<file path="config.mk">
export PLATFORM = sky130hd
export DESIGN_NAME = enc_div_multi
export DESIGN_NICKNAME = d
export VERILOG_FILES = /design/src/rtl/enc_div_multi.sv
export SDC_FILE = /design/constraint.sdc
export NUM_CORES = 1
export LEC_CHECK = 0
export ABC_AREA = 1
export CAP_MARGIN = 20
export CORE_MARGIN = 5
export CORE_UTILIZATION = 65
export DETAILED_ROUTE_END_ITERATION = 10
export GPL_ROUTABILITY_DRIVEN = 0
export PLACE_DENSITY = 0.88
export SLEW_MARGIN = 25
export SYNTH_ARGS = -nofsm -noshare
export SYNTH_HDL_FRONTEND = slang
export SYNTH_SLANG_ARGS = --single-unit
</file>
<file path="constraint.sdc">
create_clock -name clk -period 7.05 [get_ports clk]
set_input_delay 0.705 -clock clk [delete_from_list [all_inputs] [get_ports clk]]
set_output_delay 0.705 -clock clk [all_outputs]
set_load 0.02 [all_outputs]
</file>
<file path="src/rtl/enc_div_multi.sv">
// Multi-channel quadrature step divider. It emits one registered pulse for every
// div_eff same-direction steps and keeps a saturating signed position count per channel.
module enc_div_multi #(
  parameter int NUM_CH  = 4,
  parameter int CNT_W   = 4,
  parameter int POS_W   = 16,
  parameter int DEF_DIV = 3
) (
  input  logic                    clk,
  input  logic                    reset_n,
  input  logic [CNT_W-1:0]        div_ratio,
  input  logic                    div_load,
  input  logic                    mode,
  input  logic [NUM_CH-1:0]       cw_in,
  input  logic [NUM_CH-1:0]       ccw_in,
  input  logic [NUM_CH-1:0]       clr_pos,
  output logic [NUM_CH-1:0]       cw_out,
  output logic [NUM_CH-1:0]       ccw_out,
  output logic [NUM_CH*POS_W-1:0] pos,
  output logic [NUM_CH-1:0]       err
);

  localparam logic signed [POS_W-1:0] POS_MAX = {1'b0, {(POS_W-1){1'b1}}};
  localparam logic signed [POS_W-1:0] POS_MIN = {1'b1, {(POS_W-1){1'b0}}};
  localparam logic signed [POS_W-1:0] POS_ONE = 1;
  localparam logic signed [CNT_W:0]   NET_ONE = 1;

  logic [CNT_W-1:0]        div_reg;
  logic [CNT_W-1:0]        thr;
  logic signed [CNT_W:0]   thr_s;

  always_ff @(posedge clk or negedge reset_n) begin
    if (!reset_n)      div_reg <= CNT_W'(DEF_DIV);
    else if (div_load) div_reg <= div_ratio;
  end

  // A ratio of 0 behaves as 1, so the firing threshold is div_eff-1.
  assign thr   = (div_reg == '0) ? '0 : div_reg - 1'b1;
  assign thr_s = $signed({1'b0, thr});

  for (genvar g = 0; g < NUM_CH; g++) begin : g_ch
    logic [CNT_W-1:0]        cw_acc, ccw_acc, cw_acc_nx, ccw_acc_nx;
    logic signed [CNT_W:0]   net_acc, net_acc_nx;
    logic signed [POS_W-1:0] pos_q;
    logic                    cw_q, ccw_q, err_q;
    logic                    cw_fire, ccw_fire, both;

    always_comb begin
      cw_fire    = 1'b0;
      ccw_fire   = 1'b0;
      both       = 1'b0;
      cw_acc_nx  = cw_acc;
      ccw_acc_nx = ccw_acc;
      net_acc_nx = net_acc;
      if (div_load) begin
        cw_acc_nx  = '0;
        ccw_acc_nx = '0;
        net_acc_nx = '0;
      end else if (cw_in[g] && ccw_in[g]) begin
        both = 1'b1;
      end else if (cw_in[g]) begin
        if (!mode) begin
          ccw_acc_nx = '0;
          if (cw_acc >= thr) begin
            cw_fire   = 1'b1;
            cw_acc_nx = '0;
          end else begin
            cw_acc_nx = cw_acc + 1'b1;
          end
        end else if (net_acc >= thr_s) begin
          cw_fire    = 1'b1;
          net_acc_nx = '0;
        end else begin
          net_acc_nx = net_acc + NET_ONE;
        end
      end else if (ccw_in[g]) begin
        if (!mode) begin
          cw_acc_nx = '0;
          if (ccw_acc >= thr) begin
            ccw_fire   = 1'b1;
            ccw_acc_nx = '0;
          end else begin
            ccw_acc_nx = ccw_acc + 1'b1;
          end
        end else if (net_acc <= -thr_s) begin
          ccw_fire   = 1'b1;
          net_acc_nx = '0;
        end else begin
          net_acc_nx = net_acc - NET_ONE;
        end
      end
    end

    always_ff @(posedge clk or negedge reset_n) begin
      if (!reset_n) begin
        cw_acc  <= '0;
        ccw_acc <= '0;
        net_acc <= '0;
        cw_q    <= 1'b0;
        ccw_q   <= 1'b0;
        err_q   <= 1'b0;
        pos_q   <= '0;
      end else begin
        cw_acc  <= cw_acc_nx;
        ccw_acc <= ccw_acc_nx;
        net_acc <= net_acc_nx;
        cw_q    <= cw_fire;
        ccw_q   <= ccw_fire;
        // Clearing wins over this cycle's count and error, but not over the pulse.
        if (clr_pos[g]) begin
          pos_q <= '0;
          err_q <= 1'b0;
        end else begin
          if (cw_fire && pos_q != POS_MAX)       pos_q <= pos_q + POS_ONE;
          else if (ccw_fire && pos_q != POS_MIN) pos_q <= pos_q - POS_ONE;
          if (both) err_q <= 1'b1;
        end
      end
    end

    assign cw_out[g]                = cw_q;
    assign ccw_out[g]               = ccw_q;
    assign err[g]                   = err_q;
    assign pos[g*POS_W +: POS_W]    = pos_q;
  end

endmodule

</file>
==> impl_metrics.csv <==
group,metric,value,unit
sta,period_share,61.9,%
sta,tightest_slew,962,ps
global_routing,antenna_found_initial,0,
layout,fillCellCount,1311,
setup_path,arrival,4670,ps
sta,finalHoldViolations,0,
setup_path,cp.required,7360,ps
sta,relSlewSlack,35.8,%
sta,finalCriticalPeriod,4360,ps
setup_path,cp-end-kind,"flip-flop",
global_routing,grt_overflow,0,
power,power_frac_clock,20.1,%
layout,largest_reg_flops,64,
layout,finalNetCount,1856,
setup_path,slowest_stage,"dfstp_2",
floorplan,coreArea,17400,um2
yosys,synthFlopType,"dfrtp_1",
setup_path,path_cells,"nor2_1 > inv_1 > o21ai_1 > buf_4 > ha_1 > inv_1 > nor2_1 > nand3_1 > nand3_1 > nand2_1 > nand3_1 > nand3_4 > ha_1 > nand2_1 > o21ai_0 > a21oi_1 > o21bai_1 > nor2_1 > o21ai_0 > o21ai_0",
yosys,netlist.area_leader.share,28.1,%
clock_tree,cts_tree,"built",
clock_tree,clockBufferDepth,2,
job,drv_cap,0,
placement,portBuffers,95,
layout,top_regs,"g_ch.pos_q x64, g_ch.net_acc x20",
yosys,syn_avg_cell_area,7.26,um2
layout,diodes,0,
route,viasPerCell,5.82,
yosys,synth_fa_ha_area_share,16.4,%
layout,top_register,"g_ch.pos_q",
floorplan,start_util,66.7,%
clock_tree,cts.sink_count,132,
setup_path,cp_max_fo,23,
layout,multiInputGateArea,7240,um2
layout,utilization,76.6,%
yosys,synth_xor_area_share,5.15,%
yosys,synthTopCellsByArea,"dfrtp_1 (28%), ha_1 (16%), nand2_1 (13%)",
route,dr.pass1.iters,8,
placement,hpwlAfterDp,22.1,mm
route,wl_per_cell,15.6,um
power,switchingPower,2.26,mW
route,drc,0,
yosys,yosys_warnings,0,
sta,finalMaxSlewViolations,0,
route,via_count,11200,
yosys,synth_common_cells,"nand2_1 (395), inv_1 (209), ha_1 (145)",
floorplan,dieWidth,143,um
yosys,async_flop_share,100,%
layout,drive_above_1_share,5.24,%
clock_tree,cts_hold_buf,0,
clock_tree,htree_levels,4,
power,p_sw_share,46.6,%
route,first_iter_violations,794,
yosys,synth_mux_area_share,0.260,%
power,intPower,2.59,mW
yosys,yosysUniqueCellTypes,46,
yosys,synth_edf_count,0,
clock_tree,numCtsBuffers,17,
layout,seqCellArea,3310,um2
clock_tree,cts_post_setup_buffers_inserted,0,
sta,setup_viol,0,
sta,rsz0062_at_grt,"false",
route,drt_wl_total,30.0,mm
power,ir_worst_vdd,251,uV
floorplan,die_height,143,um
floorplan,io_pins,96,
power,power_density,364,nW/um2
yosys,mappedNetlistArea,11600,um2
global_routing,grt_pass1_wl,50.9,mm
clock_tree,clkTransAtPathRegs,70,ps
setup_path,critPathMaxStageDelay,550,ps
power,totalPowerFinal,4.85,mW
yosys,synth-simple-area-share,27.8,%
yosys,synthCells,1593,
yosys,synth.most_common_cell,"nand2_1",
sta,tns,0,ps
yosys,synth_compound_area_share,13.0,%
layout,area_growth_syn_to_layout,14.9,%
power,power_leakage,6.91,nW
clock_tree,insertion_delay,430,ps
yosys,synth_top_family_by_area,"simple AND/OR/NAND/NOR gates",
route,ant_nets,0,
global_routing,grt_max_degree,72,
clock_tree,cts_resized,0,
floorplan,fp-row-count,48,
setup_path,path_class,"flip-flop to flip-flop",
yosys,ys_seq_area_share,28.6,%
yosys,synth-seq-cells,132,
yosys,synth_area_leader_cell,"dfrtp_1",
power,comb_power_share,57.1,%
status,status,"complete, no violations",
setup_path,cp-start-kind,"flip-flop",
worst_hold_path,min_path_type,"input pin to asynchronous set/reset pin",
sta,fmax,0.229,GHz
power,seqPwrFrac,22.8,%
yosys,syn_nets,1762,
floorplan,fp.dieArea,20600,um2
clock_tree,root_buffer,"clkbuf_16",
global_routing,track_usage,29.9,%
sta,finClkSkew,12.0,ps
global_routing,grt_pass1_vias,11157,
power groups by stage:
stage | clock, mW | combinational (mW) | sequential (mW)
3_5_place_dp | 0 | 2.69 | 1.11
4_1_cts | 0.977 | 2.74 | 1.10
6_report | 0.975 | 2.77 | 1.11
5_1_grt | 1.01 | 3.13 | 1.13
2_1_floorplan | 0 | 1.96 | 1.14
3_3_place_gp | 0 | 2.60 | 1.10
stage by stage:
| stage | std cells | cell area, um2 | worst slack, ps | hold slack, ps |
|---|---|---|---|---|
| 5_1_grt | 1925 | 13300 | 2160 | 359 |
| 2_1_floorplan | 1593 | 11600 | 2880 | 409 |
| 6_report | 1925 | 13300 | 2690 | 262 |
| 3_3_place_gp | 1893 | 12700 | 2910 | 473 |
| 4_1_cts | 1925 | 13300 | 2720 | 309 |
| 3_5_place_dp | 1893 | 12700 | 2720 | 487 |
area by class of cell:
| cell class | instances | share of cell area [%] |
|---|---|---|
| clock buffer | 20 | 3.51 |
| clock inverter | 12 | 1.34 |
| inverter | 222 | 6.27 |
| multi-input combinational | 1213 | 54.4 |
| sequential | 132 | 24.9 |
| tap | 225 | 2.12 |
| timing repair buffer | 101 | 7.50 |
cells by family after synthesis:
family,count (synthesis)
AOI/OAI and AO/OA,255
muxes,3
and+or+nand+nor,738
buffers and inverters,248
DFF,132
adders and majority gates,149
xor gates and xnor gates,68
cell usage in the layout (no fill, tap or decap), types with 57 or more instances in the layout:
cell type	n
xor2_1	57
o21ai_0	88
nand3_1	114
clkdlybuf4s50_1	94
nor2_1	123
dfrtp_1	130
a21oi_1	79
nand2_1	395
ha_1	145
inv_1	209
worst paths after layout:
check	startpoint	endpoint	slack [ps]	depth (start not counted)
min in group clk	g_ch[1].err_q$_DFFE_PN0P_	g_ch[1].err_q$_DFFE_PN0P_	490	2
max reg2reg	div_reg[1]$_DFFE_PN1P_	g_ch[1].pos_q[9]$_DFFE_PN0P_	2690	20
max	div_reg[1]$_DFFE_PN1P_	g_ch[1].pos_q[9]$_DFFE_PN0P_	2690	20
min	reset_n	g_ch[1].pos_q[13]$_DFFE_PN0P_	260	1
min reg2reg	g_ch[1].err_q$_DFFE_PN0P_	g_ch[1].err_q$_DFFE_PN0P_	490	2
max in group asynchronous	reset_n	g_ch[0].pos_q[13]$_DFFE_PN0P_	5510	2
layer usage:
metal,GRT usage (%),vias to the layer above,wire length [um]
met5,0,-,25
met4,11.6,2,938
met3,4.96,87,1840
met2,52.2,387,14800
met1,36.9,5218,12400
li1,-,5506,-
critical path, delay by kind of cell, from the launching register on:
| family | cells | cell delay [ps] |
|---|---|---|
| AOI/OAI and AO/OA | 6 | 1370 |
| DFF | 1 | 550 |
| adders and majority gates | 2 | 780 |
| buffers and inverters | 3 | 350 |
| and+or+nand+nor | 9 | 1160 |
(Power assumes the default switching activity.)
